File: config.mk
export PLATFORM = sky130hd
export DESIGN_NAME = t_vals_gen
export DESIGN_NICKNAME = d
export VERILOG_FILES = /design/src/rtl/t_vals_gen.sv
export SDC_FILE = /design/constraint.sdc
export NUM_CORES = 2
export LEC_CHECK = 0
export ABC_CLOCK_PERIOD_IN_PS = 7400
export BUFFER_PORTS_ARGS = -buffer_cell sky130_fd_sc_hd__buf_2
export CAP_MARGIN = 20
export CORE_MARGIN = 3
export CORE_UTILIZATION = 35
export CTS_CLUSTER_SIZE = 28
export DETAILED_ROUTE_END_ITERATION = 12
export PLACE_DENSITY = 0.58
export SLEW_MARGIN = 15
export SYNTH_ARGS = -nofsm -noshare
export SYNTH_HDL_FRONTEND = slang
export SYNTH_SLANG_ARGS = --single-unit
File: constraint.sdc
create_clock -name clk_in -period 7.4 [get_ports clk_in]
set_input_delay 0.74 -clock clk_in [delete_from_list [all_inputs] [get_ports clk_in]]
set_output_delay 0.74 -clock clk_in [all_outputs]
set_load 0.01 [all_outputs]
File: src/rtl/t_vals_gen.sv
// Per-frame lag-product accumulator feeding the formant/phi stage: T(nu) = sum x[n]*x[n-nu].
// Latency: output_start 1 cycle after frame accept, beats 2 cycles after closing sample; no backpressure.
module t_vals_gen #(
  parameter int BIT_WIDTH    = 32,
  parameter int SAMPLE_WIDTH = 16,
  parameter int I            = 160,
  parameter int FORMANTS     = 5,
  parameter int NU_VALUES    = 3
) (
  input  logic                                          clk_in,
  input  logic                                          rst_in,
  input  logic [SAMPLE_WIDTH-1:0]                       sample_in,
  input  logic                                          sample_valid_in,
  input  logic                                          frame_start_in,
  input  logic [FORMANTS-1:0][$clog2(I+1)-1:0]          seg_bounds_in,
  output logic [NU_VALUES-1:0][BIT_WIDTH-1:0]           T_vals,
  output logic                                          output_start,
  output logic                                          output_valid,
  output logic                                          busy
);

  localparam int NW = $clog2(I+1);
  localparam int KW = $clog2(FORMANTS+1);
  localparam int PW = 2*SAMPLE_WIDTH;
  localparam logic [NW-1:0] LAST_N = NW'(I-1);
  localparam logic [KW-1:0] NUM_K  = KW'(FORMANTS);
  localparam logic [KW-1:0] LAST_K = KW'(FORMANTS-1);

  typedef enum logic [1:0] {IDLE, ACCUM, FLUSH} state_t;

  state_t                                   state_q, state_d;
  logic [FORMANTS-1:0][NW-1:0]              bounds_q;
  logic [NW-1:0]                            n_q, n_d;
  logic [KW-1:0]                            k_q, k_d;
  logic [NU_VALUES-1:0][SAMPLE_WIDTH-1:0]   hist_q;

  logic                                     start_evt, take, flush_go, close, last, hit, frame_end;
  logic [NW-1:0]                            cur_n;
  logic [KW-1:0]                            cur_k;
  logic [FORMANTS-1:0][NW-1:0]              cur_b;
  logic [NU_VALUES-1:0][SAMPLE_WIDTH-1:0]   taps;
  logic [NU_VALUES-1:0][PW-1:0]             prod_full;
  logic [NU_VALUES-1:0][BIT_WIDTH-1:0]      prod_d;

  logic                                     s1_vld, s1_clr, s1_close, s1_last;
  logic [NU_VALUES-1:0][BIT_WIDTH-1:0]      s1_prod;
  logic [NU_VALUES-1:0][BIT_WIDTH-1:0]      acc_q, acc_sum;
  logic                                     out_last;
  logic                                     emit;

  always_ff @(posedge clk_in) begin
    if (!rst_in) state_q <= IDLE;
    else         state_q <= state_d;
  end

  always_comb begin
    start_evt = sample_valid_in & frame_start_in;
    take      = start_evt | ((state_q == ACCUM) & sample_valid_in);
    flush_go  = (state_q == FLUSH) & ~start_evt;
    // A new frame restarts from a clean slate regardless of the current state.
    cur_n     = start_evt ? '0 : n_q;
    cur_k     = start_evt ? '0 : k_q;
    cur_b     = start_evt ? seg_bounds_in : bounds_q;
    frame_end = (cur_n == LAST_N);
    hit       = 1'b0;
    for (int j = 0; j < FORMANTS; j++) begin
      if ((KW'(j) == cur_k) && (({1'b0, cur_n} + 1'b1) == {1'b0, cur_b[j]})) hit = 1'b1;
    end
    close     = 1'b0;
    last      = 1'b0;
    state_d   = state_q;
    n_d       = n_q;
    k_d       = k_q;
    if (take) begin
      // The last sample also carries the first flush beat, so FLUSH starts right behind it.
      close   = hit | (frame_end & (cur_k < NUM_K));
      last    = close & (cur_k == LAST_K);
      n_d     = cur_n + 1'b1;
      k_d     = cur_k + KW'(close);
      if (frame_end) state_d = (k_d < NUM_K) ? FLUSH : IDLE;
      else           state_d = ACCUM;
    end else if (flush_go) begin
      close   = 1'b1;
      last    = (k_q == LAST_K);
      k_d     = k_q + 1'b1;
      state_d = last ? IDLE : FLUSH;
    end
  end

  always_comb begin
    taps    = '0;
    taps[0] = sample_in;
    for (int j = 1; j < NU_VALUES; j++) begin
      taps[j] = start_evt ? '0 : hist_q[j-1];
    end
    for (int j = 0; j < NU_VALUES; j++) begin
      prod_full[j] = $signed(taps[j]) * $signed(sample_in);
      prod_d[j]    = BIT_WIDTH'($signed(prod_full[j]));
      acc_sum[j]   = (s1_clr ? '0 : acc_q[j]) + s1_prod[j];
    end
    // Anything in stage 1 when a new frame is accepted belongs to the aborted frame.
    emit = s1_vld & s1_close & ~start_evt;
  end

  always_ff @(posedge clk_in) begin
    if (!rst_in) begin
      n_q          <= '0;
      k_q          <= '0;
      bounds_q     <= '0;
      hist_q       <= '0;
      s1_vld       <= 1'b0;
      s1_clr       <= 1'b0;
      s1_close     <= 1'b0;
      s1_last      <= 1'b0;
      s1_prod      <= '0;
      acc_q        <= '0;
      T_vals       <= '0;
      output_start <= 1'b0;
      output_valid <= 1'b0;
      out_last     <= 1'b0;
      busy         <= 1'b0;
    end else begin
      n_q          <= n_d;
      k_q          <= k_d;
      if (start_evt) bounds_q <= seg_bounds_in;
      if (take)      hist_q   <= taps;
      s1_vld       <= take | flush_go;
      s1_clr       <= start_evt;
      s1_close     <= close;
      s1_last      <= last;
      s1_prod      <= take ? prod_d : '0;
      if (s1_vld) acc_q <= acc_sum;
      if (emit)   T_vals <= acc_sum;
      output_start <= start_evt;
      output_valid <= emit;
      out_last     <= emit & s1_last;
      busy         <= start_evt | (busy & ~(output_valid & out_last));
    end
  end

endmodule

==> results.cfg <==
[outcome]
status = completed

[floorplan]
dieArea_sq_mm = 0.1395
rows = 134
start_util_pct = 35.32
core-area_sq_mm = 0.1338
ios = 159
die-width_um = 373.4
die_y_um = 373.4

[worst_setup_path]
crit_fanout = 15
startpoint_type = input port
arrival_ns = 7.38
cp_top_family = adder cells
end_kind = register
slowest_delay_ns = 0.62
crit_chain = buf_2 > inv_1 > buf_4 > nor2_1 > fa_1 > inv_1 > fa_1 > fa_1 > inv_1 > fa_1 > fa_1 > fa_1 > ha_1 > nand2_1 > nor2_1 > nand2_1 > a2111oi_1 > buf_4 > o31ai_1 > a21oi_1 > a31oi_1 > xor2_1 > nor2_1
crit_type = input port to register
cpMaxStageDelayCell = a2111oi_1
cp.required_ns = 7.87
cp.buffers_inverters = 6
cp_common_cell = fa_1

[synth]
syn_avg_cell_area_sq_um = 8.702
synth_ff_type = dfxtp_1
yosys_warnings = 0
ys_ff_latch = 379
async_flop_share_pct = 0
synth.top_cell.area_share_pct = 32.45
ys_seq_area_share_pct = 16.06
synth_fp_nets = 6606
syn_inst = 5430
yosys-top-cells-area = fa_1 32%, dfxtp_1 16%, ha_1 9.3%
synth_edf_count = 0
yosys.area.top_type = fa_1
synth_cell_types = 85
synth_area_sq_mm = 0.04725

[placed_design]
hpwl_um = 108300
numPortBuffers = 158
gp_congestion = 0.9099
place_inst = 7266

[sta]
finalClockSkew_ns = 0.02753
slew_violations = 0
hold_viol_final = 0
period_minus_slack_ns = 6.913
rsz0062_at_grt = false
max_freq_ghz = 0.1447
tightest_slew_ns = 0.9900
slew_headroom_pct = 33.78
fin_crit_sh_pct = 93.42
setup_viol = 0
setup_tns_ns = 0

[drt]
drt_pass1_iterations = 5
drt-vias-per-instance = 4.989
drt_iter0_markers = 2379
drc = 0
wl_um = 134000
ant_nets = 0
post_drt_wl_per_cell_um = 18.22
vias = 36680

[global_route]
grt_usage_pct = 19.32
grt_pass1_wl_um = 215100
antenna_found_initial = 12
grt_pass1_vias = 38000
grt-ovfl-total = 0
grt_max_degree = 123

[clock_tree]
clock_sinks = 379
cts_made_buffers = 44
cts.path.max_buffers = 3
ctsHtreeMaxLevel = 2
cts_tree = yes
root_buffer = clkbuf_16
insertion_delay_ns = 0.60
cts.reportedPaths.clkPinSlew_ns = 0.06

[power_and_ir_drop]
clockPowerShare_pct = 15.7
power_frac_comb_pct = 68.4
p_sw_w = 0.006572
p_seq_share_pct = 15.9
irDropWorstVdd_v = 0.0005206
p_int_w = 0.007654
power.density_mw_per_mm2 = 271.9
power.leakage_nw = 26.07
power.total_w = 0.01423
swShare_pct = 46.20

[final_layout]
drive_gt1_share_pct = 8.444
fin_nets = 6720
final_core_util_pct = 39.11
final_cell_mix = 938 x inv_1, 766 x fa_1, 649 x nand2_1, 377 x dfxtp_1, 371 x nor2_1
area_delta_synth_final_pct = 10.73
final_common_cell = inv_1
final_cells = 7351

[run]
max-cap-violations = 0

[min_path]
hold_path.class = input port to register
[tightest hold or removal path: stages]
cell     delay (ns)
buf_2          0.10
nand2_1        0.05
a21oi_1        0.05
[per-layer routing]
layer / track usage (%) / vias up / part of all wire (%)
met4: 5.088 / 8 / 2.7
met2: 31.29 / 890 / 45
met3: 3.018 / 172 / 5.8
met5: 0 / - / 0.046
met1: 26.89 / 18300 / 46
li1: - / 17310 / -
[cell families (layout without fill, tap and decap cells)]
group	count (synthesis)	count (layout)	synth area share, %
compound gates	708	708	9.384
xor+xnor	234	234	4.483
fa+ha+maj	1116	1116	41.72
buf+inv	1227	1375	9.808
flops	379	379	16.06
mux	81	81	1.718
other cells	0	5	0
simple gates	1685	1685	16.83
[Yosys cell counts, types with 8 or more instances]
| cell | count |
|---|---|
| a311o_1 | 8 |
| and3_1 | 219 |
| xnor2_1 | 144 |
| o22ai_1 | 9 |
| o21bai_1 | 17 |
| a21oi_1 | 270 |
| or3_1 | 13 |
| mux2i_1 | 80 |
| xor2_1 | 85 |
| nand2_1 | 651 |
| a21o_1 | 62 |
| or2_2 | 11 |
| o21ai_0 | 147 |
| o21a_1 | 34 |
| buf_1 | 23 |
| fa_1 | 766 |
| o31ai_1 | 8 |
| nor3_1 | 33 |
| o211ai_1 | 10 |
| and2_1 | 80 |
| nor2_1 | 372 |
| dfxtp_1 | 379 |
| nand3b_1 | 9 |
| nand2b_1 | 28 |
| a31oi_1 | 25 |
| nor4_1 | 8 |
| a211oi_1 | 36 |
| ha_1 | 350 |
| inv_1 | 938 |
| nor2b_1 | 115 |
| nand3_1 | 78 |
| nand4_1 | 29 |
| clkbuf_1 | 250 |
[power by group through the flow]
stage	clock network (W)	logic, W	registers (W)
global placement	0	0.00969	0.00230
finish	0.00224	0.00973	0.00226
floorplan	0	0.00740	0.00225
detailed placement	0	0.00980	0.00230
global route	0.00239	0.0112	0.00227
CTS	0.00230	0.00986	0.00226
[worst paths after layout]
kind	from	to	slack, ns	depth (start not counted)
max reg2reg	hist_q[8]	s1_prod[61]	0.67	23
min	seg_bounds_in[32]	bounds_q[32]	0.39	3
max	sample_in[7]	s1_prod[30]	0.49	23
min reg2reg	T_vals[10]	T_vals[10]	0.45	2
[cell type report]
type	count	area, sq um
repair buffers	350	2397
diodes	5	12.51
clock buffers	58	1234
multi-input cells	3824	35080
flip-flops and latches	379	7595
well taps	1768	2212
fillers	13550	81470
inverters	945	3555
clock inverters	22	240.2
[timing repair]
action | CTS | global route
setup buffers | 0 | 0
hold buffers | 0 | 0
gates resized for setup | 0 | 1
endpoints found under the setup margin | 0 | 1
[metrics by stage]
step / hold WS, ns / worst slack [ns] / cell area (sq um)
floorplan: 0.4290 / 0.007322 / 47260
global placement: 0.4387 / -0.3014 / 50830
detailed placement: 0.4446 / -0.2550 / 50830
CTS: 0.3563 / 0.3658 / 52310
global route: 0.3737 / 0.1252 / 52310
finish: 0.3933 / 0.4869 / 52320
[flip-flops by register name, summed over array words and instances, names as in the netlist, 2 cells and up]
name / count
s1_prod: 95
k_q: 3
acc_q: 96
state_q: 2
hist_q: 32
T_vals: 96
n_q: 8
bounds_q: 40
Note: power is estimated with default switching activity, not from simulation.
